**config.mk**
```make
export PLATFORM = sky130hd
export DESIGN_NAME = conv_window_sequencer_flat
export DESIGN_NICKNAME = d
export VERILOG_FILES = /design/src/rtl/conv_window_sequencer_if.sv /design/src/rtl/conv_window_sequencer.sv /design/src/flat_wrapper.sv
export SDC_FILE = /design/constraint.sdc
export NUM_CORES = 1
export LEC_CHECK = 0
export BUFFER_PORTS_ARGS = -buffer_cell sky130_fd_sc_hd__buf_2
export CAP_MARGIN = 20
export CORE_MARGIN = 2
export CORE_UTILIZATION = 47
export DETAILED_ROUTE_END_ITERATION = 6
export SYNTH_ARGS = -nofsm -noshare
export SYNTH_HDL_FRONTEND = slang
export SYNTH_SLANG_ARGS = --single-unit
```
**constraint.sdc**
```tcl
create_clock -name clk -period 6.86 [get_ports clk]
set_clock_uncertainty 0.05 [all_clocks]
set_input_delay 1.372 -clock clk [delete_from_list [all_inputs] [get_ports clk]]
set_output_delay 1.372 -clock clk [all_outputs]
set_load 0.02 [all_outputs]
```
**src/rtl/conv_window_sequencer_if.sv**
```systemverilog
// Scratchpad read bus and result stream between the convolution window sequencer
// and its surroundings. The sequencer is the master of both the reads and the result.
interface conv_window_sequencer_if #(
    parameter int ADDR_LEN = 4,
    parameter int DATA_W   = 16,
    parameter int ACC_W    = 40
);
    logic [ADDR_LEN-1:0]      if_rd_addr;
    logic [ADDR_LEN-1:0]      filt_rd_addr;
    logic                     rd_en;
    logic signed [DATA_W-1:0] if_data;
    logic signed [DATA_W-1:0] filt_data;
    logic signed [ACC_W-1:0]  out_data;
    logic                     out_valid;
    logic                     out_ready;

    modport master (
        output if_rd_addr, filt_rd_addr, rd_en, out_data, out_valid,
        input  if_data, filt_data, out_ready
    );

    modport slave (
        input  if_rd_addr, filt_rd_addr, rd_en, out_data, out_valid,
        output if_data, filt_data, out_ready
    );
endinterface

```
**src/rtl/conv_window_sequencer.sv**
```systemverilog
// Sliding-window MAC sequencer over a circular input scratchpad and a linear filter scratchpad.
// Optional build macro CONV_RELU_EN clamps negative results to zero on the output.
//
// state  | meaning
// IDLE   | waiting for start
// WAIT   | waiting until the window holds filt_len samples
// READ   | issuing tap reads k = 0..N-1, accumulating tap k-1
// DRAIN  | accumulating the last tap
// OUT    | result presented until out_ready
// FINISH | done pulse, release busy
module conv_window_sequencer #(
    parameter int ADDR_LEN      = 4,
    parameter int SCRATCH_DEPTH = 16,
    parameter int DATA_W        = 16,
    parameter int ACC_W         = 40
) (
    input  logic                clk,
    input  logic                rst,
    input  logic                start_i,
    input  logic [ADDR_LEN-1:0] filt_len_i,
    input  logic [7:0]          num_out_i,
    input  logic [ADDR_LEN-1:0] if_wr_ptr_i,
    output logic [ADDR_LEN-1:0] win_start_o,
    output logic                busy_o,
    output logic                done_o,
    conv_window_sequencer_if.master bus
);

    localparam logic [2:0] S_IDLE   = 3'd0;
    localparam logic [2:0] S_WAIT   = 3'd1;
    localparam logic [2:0] S_READ   = 3'd2;
    localparam logic [2:0] S_DRAIN  = 3'd3;
    localparam logic [2:0] S_OUT    = 3'd4;
    localparam logic [2:0] S_FINISH = 3'd5;

    localparam logic [ADDR_LEN:0]   DEPTH   = SCRATCH_DEPTH[ADDR_LEN:0];
    localparam logic [ADDR_LEN-1:0] A_ONE   = {{(ADDR_LEN-1){1'b0}}, 1'b1};
    localparam int                  PROD_W  = 2 * DATA_W;

    logic [2:0]              state_q, state_d;
    logic [ADDR_LEN-1:0]     n_q, n_d;
    logic [ADDR_LEN-1:0]     k_q, k_d;
    logic [ADDR_LEN-1:0]     ws_q, ws_d;
    logic [7:0]              out_left_q, out_left_d;
    logic signed [ACC_W-1:0] acc_q, acc_d;
    logic                    busy_q, busy_d;
    logic                    done_q, done_d;

    logic [ADDR_LEN:0]       wr_ext, ws_ext, avail, rd_sum, rd_wrap;
    logic [ADDR_LEN-1:0]     ws_next;
    logic signed [PROD_W-1:0] prod;
    logic signed [ACC_W-1:0] prod_ext;
    logic signed [ACC_W-1:0] result;

    // Occupancy modulo depth; equal pointers mean empty.
    assign wr_ext  = {1'b0, if_wr_ptr_i};
    assign ws_ext  = {1'b0, ws_q};
    assign avail   = (wr_ext >= ws_ext) ? (wr_ext - ws_ext) : (wr_ext + DEPTH - ws_ext);
    assign rd_sum  = ws_ext + {1'b0, k_q};
    assign rd_wrap = (rd_sum >= DEPTH) ? (rd_sum - DEPTH) : rd_sum;
    assign ws_next = (ws_ext == DEPTH - 1'b1) ? '0 : (ws_q + A_ONE);

    assign prod     = bus.if_data * bus.filt_data;
    assign prod_ext = {{(ACC_W-PROD_W){prod[PROD_W-1]}}, prod};

`ifdef CONV_RELU_EN
    assign result = acc_q[ACC_W-1] ? '0 : acc_q;
`else
    assign result = acc_q;
`endif

    always_comb begin
        state_d    = state_q;
        n_d        = n_q;
        k_d        = k_q;
        ws_d       = ws_q;
        out_left_d = out_left_q;
        acc_d      = acc_q;
        busy_d     = busy_q;
        done_d     = 1'b0;
        case (state_q)
            S_IDLE: begin
                if (start_i) begin
                    n_d        = filt_len_i;
                    out_left_d = num_out_i;
                    busy_d     = 1'b1;
                    state_d    = (num_out_i == 8'd0) ? S_FINISH : S_WAIT;
                end
            end
            S_WAIT: begin
                if (n_q == '0) begin
                    acc_d   = '0;
                    state_d = S_OUT;
                end else if (avail >= {1'b0, n_q}) begin
                    acc_d   = '0;
                    k_d     = '0;
                    state_d = S_READ;
                end
            end
            S_READ: begin
                // Data for tap k-1 returns during tap k's read cycle.
                if (k_q != '0) begin
                    acc_d = acc_q + prod_ext;
                end
                if (k_q == n_q - A_ONE) begin
                    state_d = S_DRAIN;
                end else begin
                    k_d = k_q + A_ONE;
                end
            end
            S_DRAIN: begin
                acc_d   = acc_q + prod_ext;
                state_d = S_OUT;
            end
            S_OUT: begin
                if (bus.out_ready) begin
                    ws_d       = ws_next;
                    out_left_d = out_left_q - 8'd1;
                    state_d    = (out_left_q == 8'd1) ? S_FINISH : S_WAIT;
                end
            end
            S_FINISH: begin
                done_d  = 1'b1;
                busy_d  = 1'b0;
                state_d = S_IDLE;
            end
            default: state_d = S_IDLE;
        endcase
    end

    always_ff @(posedge clk or posedge rst) begin
        if (rst) begin
            state_q    <= S_IDLE;
            n_q        <= '0;
            k_q        <= '0;
            ws_q       <= '0;
            out_left_q <= '0;
            acc_q      <= '0;
            busy_q     <= 1'b0;
            done_q     <= 1'b0;
        end else begin
            state_q    <= state_d;
            n_q        <= n_d;
            k_q        <= k_d;
            ws_q       <= ws_d;
            out_left_q <= out_left_d;
            acc_q      <= acc_d;
            busy_q     <= busy_d;
            done_q     <= done_d;
        end
    end

    assign bus.rd_en        = (state_q == S_READ);
    assign bus.if_rd_addr   = bus.rd_en ? rd_wrap[ADDR_LEN-1:0] : '0;
    assign bus.filt_rd_addr = bus.rd_en ? k_q : '0;
    assign bus.out_valid    = (state_q == S_OUT);
    assign bus.out_data     = bus.out_valid ? result : '0;

    assign win_start_o = ws_q;
    assign busy_o      = busy_q;
    assign done_o      = done_q;

endmodule

```
**src/flat_wrapper.sv**
```systemverilog
// flat-port wrapper written by rule: the top's interface ports become plain ports
module conv_window_sequencer_flat 
#(
    parameter int ADDR_LEN      = 4,
    parameter int SCRATCH_DEPTH = 16,
    parameter int DATA_W        = 16,
    parameter int ACC_W         = 40
)
  (clk, rst, start_i, filt_len_i, num_out_i, if_wr_ptr_i, win_start_o, busy_o, done_o, bus_if_rd_addr, bus_filt_rd_addr, bus_rd_en, bus_out_data, bus_out_valid, bus_if_data, bus_filt_data, bus_out_ready);
  conv_window_sequencer_if #(.ADDR_LEN(ADDR_LEN), .DATA_W(DATA_W), .ACC_W(ACC_W)) bus_i ();
  input  logic clk;
  input  logic rst;
  input  logic start_i;
  input  logic [ADDR_LEN-1:0] filt_len_i;
  input  logic [7:0] num_out_i;
  input  logic [ADDR_LEN-1:0] if_wr_ptr_i;
  output logic [ADDR_LEN-1:0] win_start_o;
  output logic busy_o;
  output logic done_o;
  output wire logic [$bits(bus_i.if_rd_addr)-1:0] bus_if_rd_addr;
  output wire logic [$bits(bus_i.filt_rd_addr)-1:0] bus_filt_rd_addr;
  output wire logic [$bits(bus_i.rd_en)-1:0] bus_rd_en;
  output wire logic [$bits(bus_i.out_data)-1:0] bus_out_data;
  output wire logic [$bits(bus_i.out_valid)-1:0] bus_out_valid;
  input wire logic [$bits(bus_i.if_data)-1:0] bus_if_data;
  input wire logic [$bits(bus_i.filt_data)-1:0] bus_filt_data;
  input wire logic [$bits(bus_i.out_ready)-1:0] bus_out_ready;
  assign bus_if_rd_addr = bus_i.if_rd_addr;
  assign bus_filt_rd_addr = bus_i.filt_rd_addr;
  assign bus_rd_en = bus_i.rd_en;
  assign bus_out_data = bus_i.out_data;
  assign bus_out_valid = bus_i.out_valid;
  assign bus_i.if_data = bus_if_data;
  assign bus_i.filt_data = bus_filt_data;
  assign bus_i.out_ready = bus_out_ready;
  conv_window_sequencer #(.ADDR_LEN(ADDR_LEN), .SCRATCH_DEPTH(SCRATCH_DEPTH), .DATA_W(DATA_W), .ACC_W(ACC_W)) u_core (.clk(clk), .rst(rst), .start_i(start_i), .filt_len_i(filt_len_i), .num_out_i(num_out_i), .if_wr_ptr_i(if_wr_ptr_i), .win_start_o(win_start_o), .busy_o(busy_o), .done_o(done_o), .bus(bus_i));
endmodule
```
==> impl_metrics.tcl, run 1 <==
set metrics [dict create \
    clk_latency_ns 0.34 \
    wl_per_cell_um 16.00 \
    finalWorstSetupSlack_ns 0.003881 \
    critical_path_arrival_ns 7.08 \
    multi_input_area_sq_um 12760 \
    post-route-period-util_pct 99.94 \
    syn_to_final_growth_pct 21.25 \
    synth_top_flop_cell "dfrtp_1" \
    track_usage_pct 23.72 \
    r2r_slack_ns 1.51 \
    r2r-end "u_core.acc_q[39]" \
    cts_num_sinks 65 \
    status "finished, violations left" \
    relSlewSlack_pct 37.32 \
    timing.setup.tns_ns 0 \
    min_period_ns 6.856 \
    timing.fmax_mhz 145.9 \
    cts_root_buf "clkbuf_16" \
    worstPathRequired_ns 7.08 \
    gr-total-overflow 0 \
    ff_latch_area_sq_um 1627 \
    start_util_pct 47.44 \
    diodes 0 \
    slew_violations 0 \
    cts_hold_buf 0 \
    dp_slack_ns -0.5465 \
    final_nets 2507 \
    min_path_cells 2 \
    worstSetupStartpoint "bus_if_data[8]" \
    setup.worst_path.start_class "primary input" \
    netlist_instances 1746 \
    cts_buffer_depth 2 \
    min_from "u_core.acc_q[15]" \
    ant_nets 0 \
    synth_seq_cells 65 \
    synth_edf_count 0 \
    numCtsBuffers 9 \
    io_pins 108 \
    placementRows 67 \
    antenna_found_initial 0 \
    r2r-start "u_core.acc_q[15]" \
    port_buffers 107 \
    whs_endpoint "u_core.acc_q[15]" \
    grt_max_degree 66 \
    grt_pass1_vias 13350 \
    drc 3 \
    hpwl_um 33540 \
    synth_area_sq_um 15830 \
    place_congestion 0.8572 \
    ctsHtreeMaxLevel 3 \
    syn-num-nets 2262 \
    hp-class "reg2reg" \
    cap_violations 0 \
    critPathKind "in2reg" \
    synthArstFlopShare_pct 100.0 \
    fillers 3058 \
    via_per_inst 5.015 \
    yosysWarnings 0 \
    core_area_sq_um 33360 \
    syn_area_per_cell_sq_um 9.066 \
    die_h_um 187.5 \
    clkTransAtPathRegs_ns 0.06 \
    wl_um 39110 \
    vias 12260 \
    cts_tree "done" \
    end_kind "flop" \
    die_area_sq_um 35160 \
    drive_gt1_share_pct 20.09 \
    yosysUniqueCellTypes 58 \
    setup_violations 0 \
    rsz0062_at_grt "true" \
    violations "DRC" \
    hold_viol 0 \
    reg2reg_depth 20 \
    drt_iter0_drc 635 \
    drtPass1Iterations 7 \
    worst_pin_slew_ns 0.9378 \
    grt_pass1_wl_um 67300 \
    cp_max_fo 7 \
    yosysSeqAreaShare_pct 10.28 \
    die_w_um 187.5 \
]
[placed cells by master (no fill, tap or decap), types with 4 or more instances in the layout]
| master | instances |
|---|---|
| nand2_1 | 197 |
| ha_4 | 16 |
| o21bai_1 | 7 |
| fa_2 | 6 |
| o31ai_1 | 10 |
| buf_6 | 20 |
| a31oi_1 | 5 |
| and3_1 | 42 |
| buf_12 | 13 |
| buf_8 | 5 |
| xor2_1 | 17 |
| inv_2 | 10 |
| clkbuf_16 | 9 |
| a21o_1 | 18 |
| buf_4 | 174 |
| nor2_1 | 43 |
| nand2b_1 | 8 |
| and2_1 | 108 |
| o21ai_0 | 56 |
| inv_1 | 425 |
| and2_4 | 8 |
| o21a_1 | 6 |
| nand4_1 | 6 |
| a211oi_1 | 5 |
| nor3_1 | 14 |
| xnor2_1 | 34 |
| buf_2 | 82 |
| nand2_2 | 12 |
| ha_1 | 116 |
| dfrtp_1 | 65 |
| nand3_1 | 12 |
| a21oi_2 | 5 |
| o41ai_1 | 4 |
| or3_1 | 4 |
| a21oi_1 | 39 |
| o21ai_1 | 10 |
| fa_1 | 326 |
[how the worst max path moves through the flow]
stage | slack (ns) | cells past startpoint | to
2_1_floorplan | 0.002 | 22 | u_core.acc_q[37]
3_3_place_gp | -0.52 | 23 | u_core.acc_q[30]
3_5_place_dp | -0.55 | 21 | u_core.acc_q[38]
4_1_cts | 0.00009 | 23 | u_core.acc_q[39]
5_1_grt | -0.20 | 23 | u_core.acc_q[39]
6_report | 0.004 | 23 | u_core.acc_q[39]
[worst max-delay path: stages]
cell and delay (ns):
buf_12 0.11, and2_4 0.15, fa_1 0.55, inv_2 0.04, fa_1 0.45, fa_1 0.50, inv_2 0.04, fa_1 0.51
fa_1 0.53, inv_2 0.05, fa_1 0.51, inv_2 0.05, ha_4 0.27, nand4_1 0.20, nor3_2 0.25, o21ai_2 0.10
a211oi_4 0.30, o2111ai_2 0.16, a211oi_2 0.28, buf_4 0.18, o2111ai_4 0.11, a211o_1 0.29, nand3_1 0.06
[Yosys cell counts (3+ instances only)]
master / count / area [sq um]
inv_1: 436 / 1637
fa_1: 332 / 6646
nand2_1: 209 / 784.5
ha_1: 132 / 1652
and2_1: 116 / 725.7
dfrtp_1: 65 / 1627
o21ai_0: 65 / 325.3
clkbuf_1: 53 / 198.9
nor2_1: 47 / 176.4
a21oi_1: 45 / 225.2
and3_1: 42 / 262.8
xnor2_1: 34 / 297.8
a21o_1: 18 / 135.1
xor2_1: 17 / 148.9
nor3_1: 15 / 75.07
nand3_1: 13 / 65.06
o31ai_1: 10 / 75.07
nand2b_1: 8 / 50.05
o21bai_1: 8 / 60.06
a211oi_1: 7 / 52.55
nand4_1: 6 / 37.54
o21a_1: 6 / 45.04
a31oi_1: 5 / 31.28
o22ai_1: 4 / 25.02
o41ai_1: 4 / 35.03
or3_1: 4 / 25.02
a22oi_1: 3 / 22.52
buf_6: 3 / 33.78
nor4_1: 3 / 18.77
[flip-flops by register name, summed over array words and instances, names as in the netlist]
name                cells
u_core.state_q          3
u_core.k_q              4
u_core.win_start_o      4
u_core.acc_q           40
u_core.done_o           1
u_core.out_left_q       8
u_core.n_q              4
u_core.busy_o           1
[repair_timing]
| item | 4_1_cts | 5_1_grt |
|---|---|---|
| setup buffers | 5 | 7 |
| gates cloned | 0 | 0 |
| pin swaps | 35 | 36 |
| endpoints found under the setup margin | 12 | 18 |
| resized for setup | 95 | 58 |
[area by class of cell]
| cell class | count | share of cell area (%) |
|---|---|---|
| well taps | 448 | 2.921 |
| clock inverters | 6 | 0.4694 |
| inverters | 436 | 8.540 |
| flip-flops and latches | 65 | 8.475 |
| repair buffers | 294 | 11.87 |
| multi-input cells | 1185 | 66.48 |
| clock buffers | 10 | 1.245 |
[per-layer routing]
layer	up-vias	GRT usage (%)	part of all wire (%)	wire [um]
met3	47	2.227	3.9	1530
li1	5760	-	-	-
met5	-	0	0	0
met4	0	4.785	1.7	672
met1	6183	34.01	45	17770
met2	266	39.66	49	19140
[logic make-up after synthesis]
family | after synthesis | share of synthesized area, %
xor+xnor | 51 | 2.822
compound gates | 198 | 7.944
mux | 2 | 0.1344
flops | 65 | 10.28
buf+inv | 496 | 11.97
simple gates | 470 | 14.43
fa+ha+maj | 464 | 52.42
[stage by stage]
step	util (%)	cells	hold slack, ns	area (sq um)
2_1_floorplan	-	1746	0.3998	16000
3_3_place_gp	54.48	2414	0.4163	18180
3_5_place_dp	54.48	2414	0.4333	18180
4_1_cts	56.50	2435	0.4473	18850
5_1_grt	57.52	2444	0.4791	19190
6_report	57.52	2444	0.4413	19190
Power of run 1 is not shown: default switching activity piles up to over one toggle a cycle in this logic, so the estimate is an artifact.
==> run 2: changes to the inputs <==
--- a/config.mk
+++ b/config.mk
@@ -7,7 +7,6 @@
 export LEC_CHECK = 0
 export BUFFER_PORTS_ARGS = -buffer_cell sky130_fd_sc_hd__buf_2
 export CAP_MARGIN = 20
-export CORE_MARGIN = 2
 export CORE_UTILIZATION = 47
 export DETAILED_ROUTE_END_ITERATION = 6
 export SYNTH_ARGS = -nofsm -noshare
==> constraint.sdc (replaced) <==
create_clock -name clk -period 8.69 [get_ports clk]
set_clock_uncertainty 0.05 [all_clocks]
set_input_delay 1.738 -clock clk [delete_from_list [all_inputs] [get_ports clk]]
set_output_delay 1.738 -clock clk [all_outputs]
set_load 0.02 [all_outputs]
==> run 2 against run 1 <==
The run now ends clean. Sequential share of layout area rose by 1.1 points. Utilization fell by 5.6 points. Wire length fell by 4.5%. Cell area fell by 11%. Hold slack got worse by 0.0072 ns. Worst setup slack improved by 0.82 ns. Register-to-register slack improved by 1.4 ns. Global-route usage fell by 0.29 points. Cell count fell by 7.5%. Clock-buffer cell count rose by 2. Die area fell by 2.1%. Critical path depth did not move. Critical path type unchanged.
==> impl_metrics.tcl, run 2 (same netlist as run 1, synthesis figures left out) <==
set metrics [dict create \
    die_w_um 185.5 \
    reg2reg_depth 19 \
    hpwl_um 31610 \
    top_register "u_core.acc_q" \
    post-route-period-util_pct 90.49 \
    antenna_found_initial 0 \
    cp_max_fo 16 \
    ff_latch_area_sq_um 1627 \
    io_pins 108 \
    grt_max_degree 66 \
    wl_per_cell_um 16.52 \
    cts_num_sinks 65 \
    dp_slack_ns 0.4408 \
    port_buffers 107 \
    layout_commonest_cell "inv_1" \
    largest_reg_flops 40 \
    worstSetupStartpoint "bus_if_data[14]" \
    reg_top3 "u_core.acc_q x40, u_core.out_left_q x8" \
    ant_nets 0 \
    drt_iter0_drc 500 \
    placementRows 66 \
    r2r-end "u_core.acc_q[37]" \
    worstPathRequired_ns 8.87 \
    grt_pass1_vias 12230 \
    cts_root_buf "clkbuf_16" \
    vias 11590 \
    post_cts_resized 0 \
    finalWorstSetupSlack_ns 0.8267 \
    min_period_ns 7.863 \
    setup_violations 0 \
    final_cell_mix "inv_1 (435), fa_1 (332), nand2_1 (208)" \
    cts_buffer_depth 2 \
    cts_hold_buf 0 \
    postCtsSetupRepairBufs 0 \
    drive_gt1_share_pct 7.976 \
    wl_um 37340 \
    core_area_sq_um 32870 \
    r2r-start "u_core.acc_q[15]" \
    clk_latency_ns 0.34 \
    drc 0 \
    status "completed" \
    crit_path_end "u_core.acc_q[37]" \
    critPathKind "in2reg" \
    start_util_pct 48.16 \
    drtPass1Iterations 4 \
    gr-total-overflow 0 \
    die_area_sq_um 34420 \
    place_congestion 0.8706 \
    multi_input_area_sq_um 12310 \
    end_kind "flop" \
    r2r_slack_ns 2.93 \
    timing.setup.tns_ns 0 \
    rsz0062_at_grt "false" \
    min_path_cells 2 \
    syn_to_final_growth_pct 7.770 \
    slew_violations 0 \
    diodes 0 \
    hp-class "reg2reg" \
    worst_pin_slew_ns 1.074 \
    cap_violations 0 \
    relSlewSlack_pct 28.15 \
    numCtsBuffers 9 \
    clkTransAtPathRegs_ns 0.06 \
    cts_tree "done" \
    fillers 3165 \
    timing.fmax_mhz 127.2 \
    final_nets 2330 \
    track_usage_pct 23.43 \
    hold_viol 0 \
    critical_path_arrival_ns 8.04 \
    via_per_inst 5.127 \
    grt_pass1_wl_um 62710 \
    ctsHtreeMaxLevel 3 \
    die_h_um 185.5 \
    setup.worst_path.start_class "primary input" \
]
## run 2: cell types whose count changed in the layout (fill, tap and decap cells not counted), sizes merged
cell and delta:
buf -177, clkbuf +2, clkinvlp -1, inv -1, clkinv -1
## run 2: worst max-delay path: stages
cell	delay, ns
buf_2	0.32
nand2_1	0.14
fa_1	0.58
inv_1	0.07
fa_1	0.53
inv_1	0.05
fa_1	0.50
inv_1	0.06
fa_1	0.55
fa_1	0.51
inv_1	0.05
fa_1	0.49
inv_1	0.05
ha_1	0.40
nand3_2	0.11
nor3_2	0.20
o21ai_2	0.14
a211oi_2	0.38
o2111ai_2	0.23
a211oi_2	0.35
o211ai_2	0.13
and4_4	0.21
o41ai_2	0.25
## run 2: worst min path at each step
stage	startpoint	endpoint	slack [ns]
floorplan	u_core.acc_q[15]	u_core.acc_q[15]	0.40
global placement	u_core.acc_q[15]	u_core.acc_q[15]	0.42
detailed placement	u_core.acc_q[15]	u_core.acc_q[15]	0.42
CTS	u_core.acc_q[15]	u_core.acc_q[15]	0.43
global route	u_core.acc_q[15]	u_core.acc_q[15]	0.49
finish	u_core.acc_q[15]	u_core.acc_q[15]	0.43
## run 2: cell type report
cell class                 count  area share, %
multi-input combinational   1185          72.18
inverter                     436          9.594
sequential                    65          9.535
timing repair buffer         117          3.623
tap                          442          3.242
clock buffer                  12          1.445
clock inverter                 3         0.3814
## run 2: layer usage
layer / share of wire (%) / track usage (%)
met3: 2.7 / 1.722
met4: 1.3 / 3.934
met5: 0 / 0
met2: 52 / 41.74
met1: 44 / 31.59
## run 2: stage by stage
| step | hold slack, ns | area, sq um | instances | util [%] |
|---|---|---|---|---|
| after floorplan | 0.3998 | 15830 | 1746 | - |
| final | 0.4341 | 17060 | 2260 | 51.90 |
| after global routing | 0.4943 | 17060 | 2260 | 51.90 |
| after global placement | 0.4155 | 16730 | 2244 | 50.91 |
| after CTS | 0.4341 | 17040 | 2259 | 51.86 |
| after detailed placement | 0.4205 | 16730 | 2244 | 50.91 |
Power of run 2 is left out for the same reason.
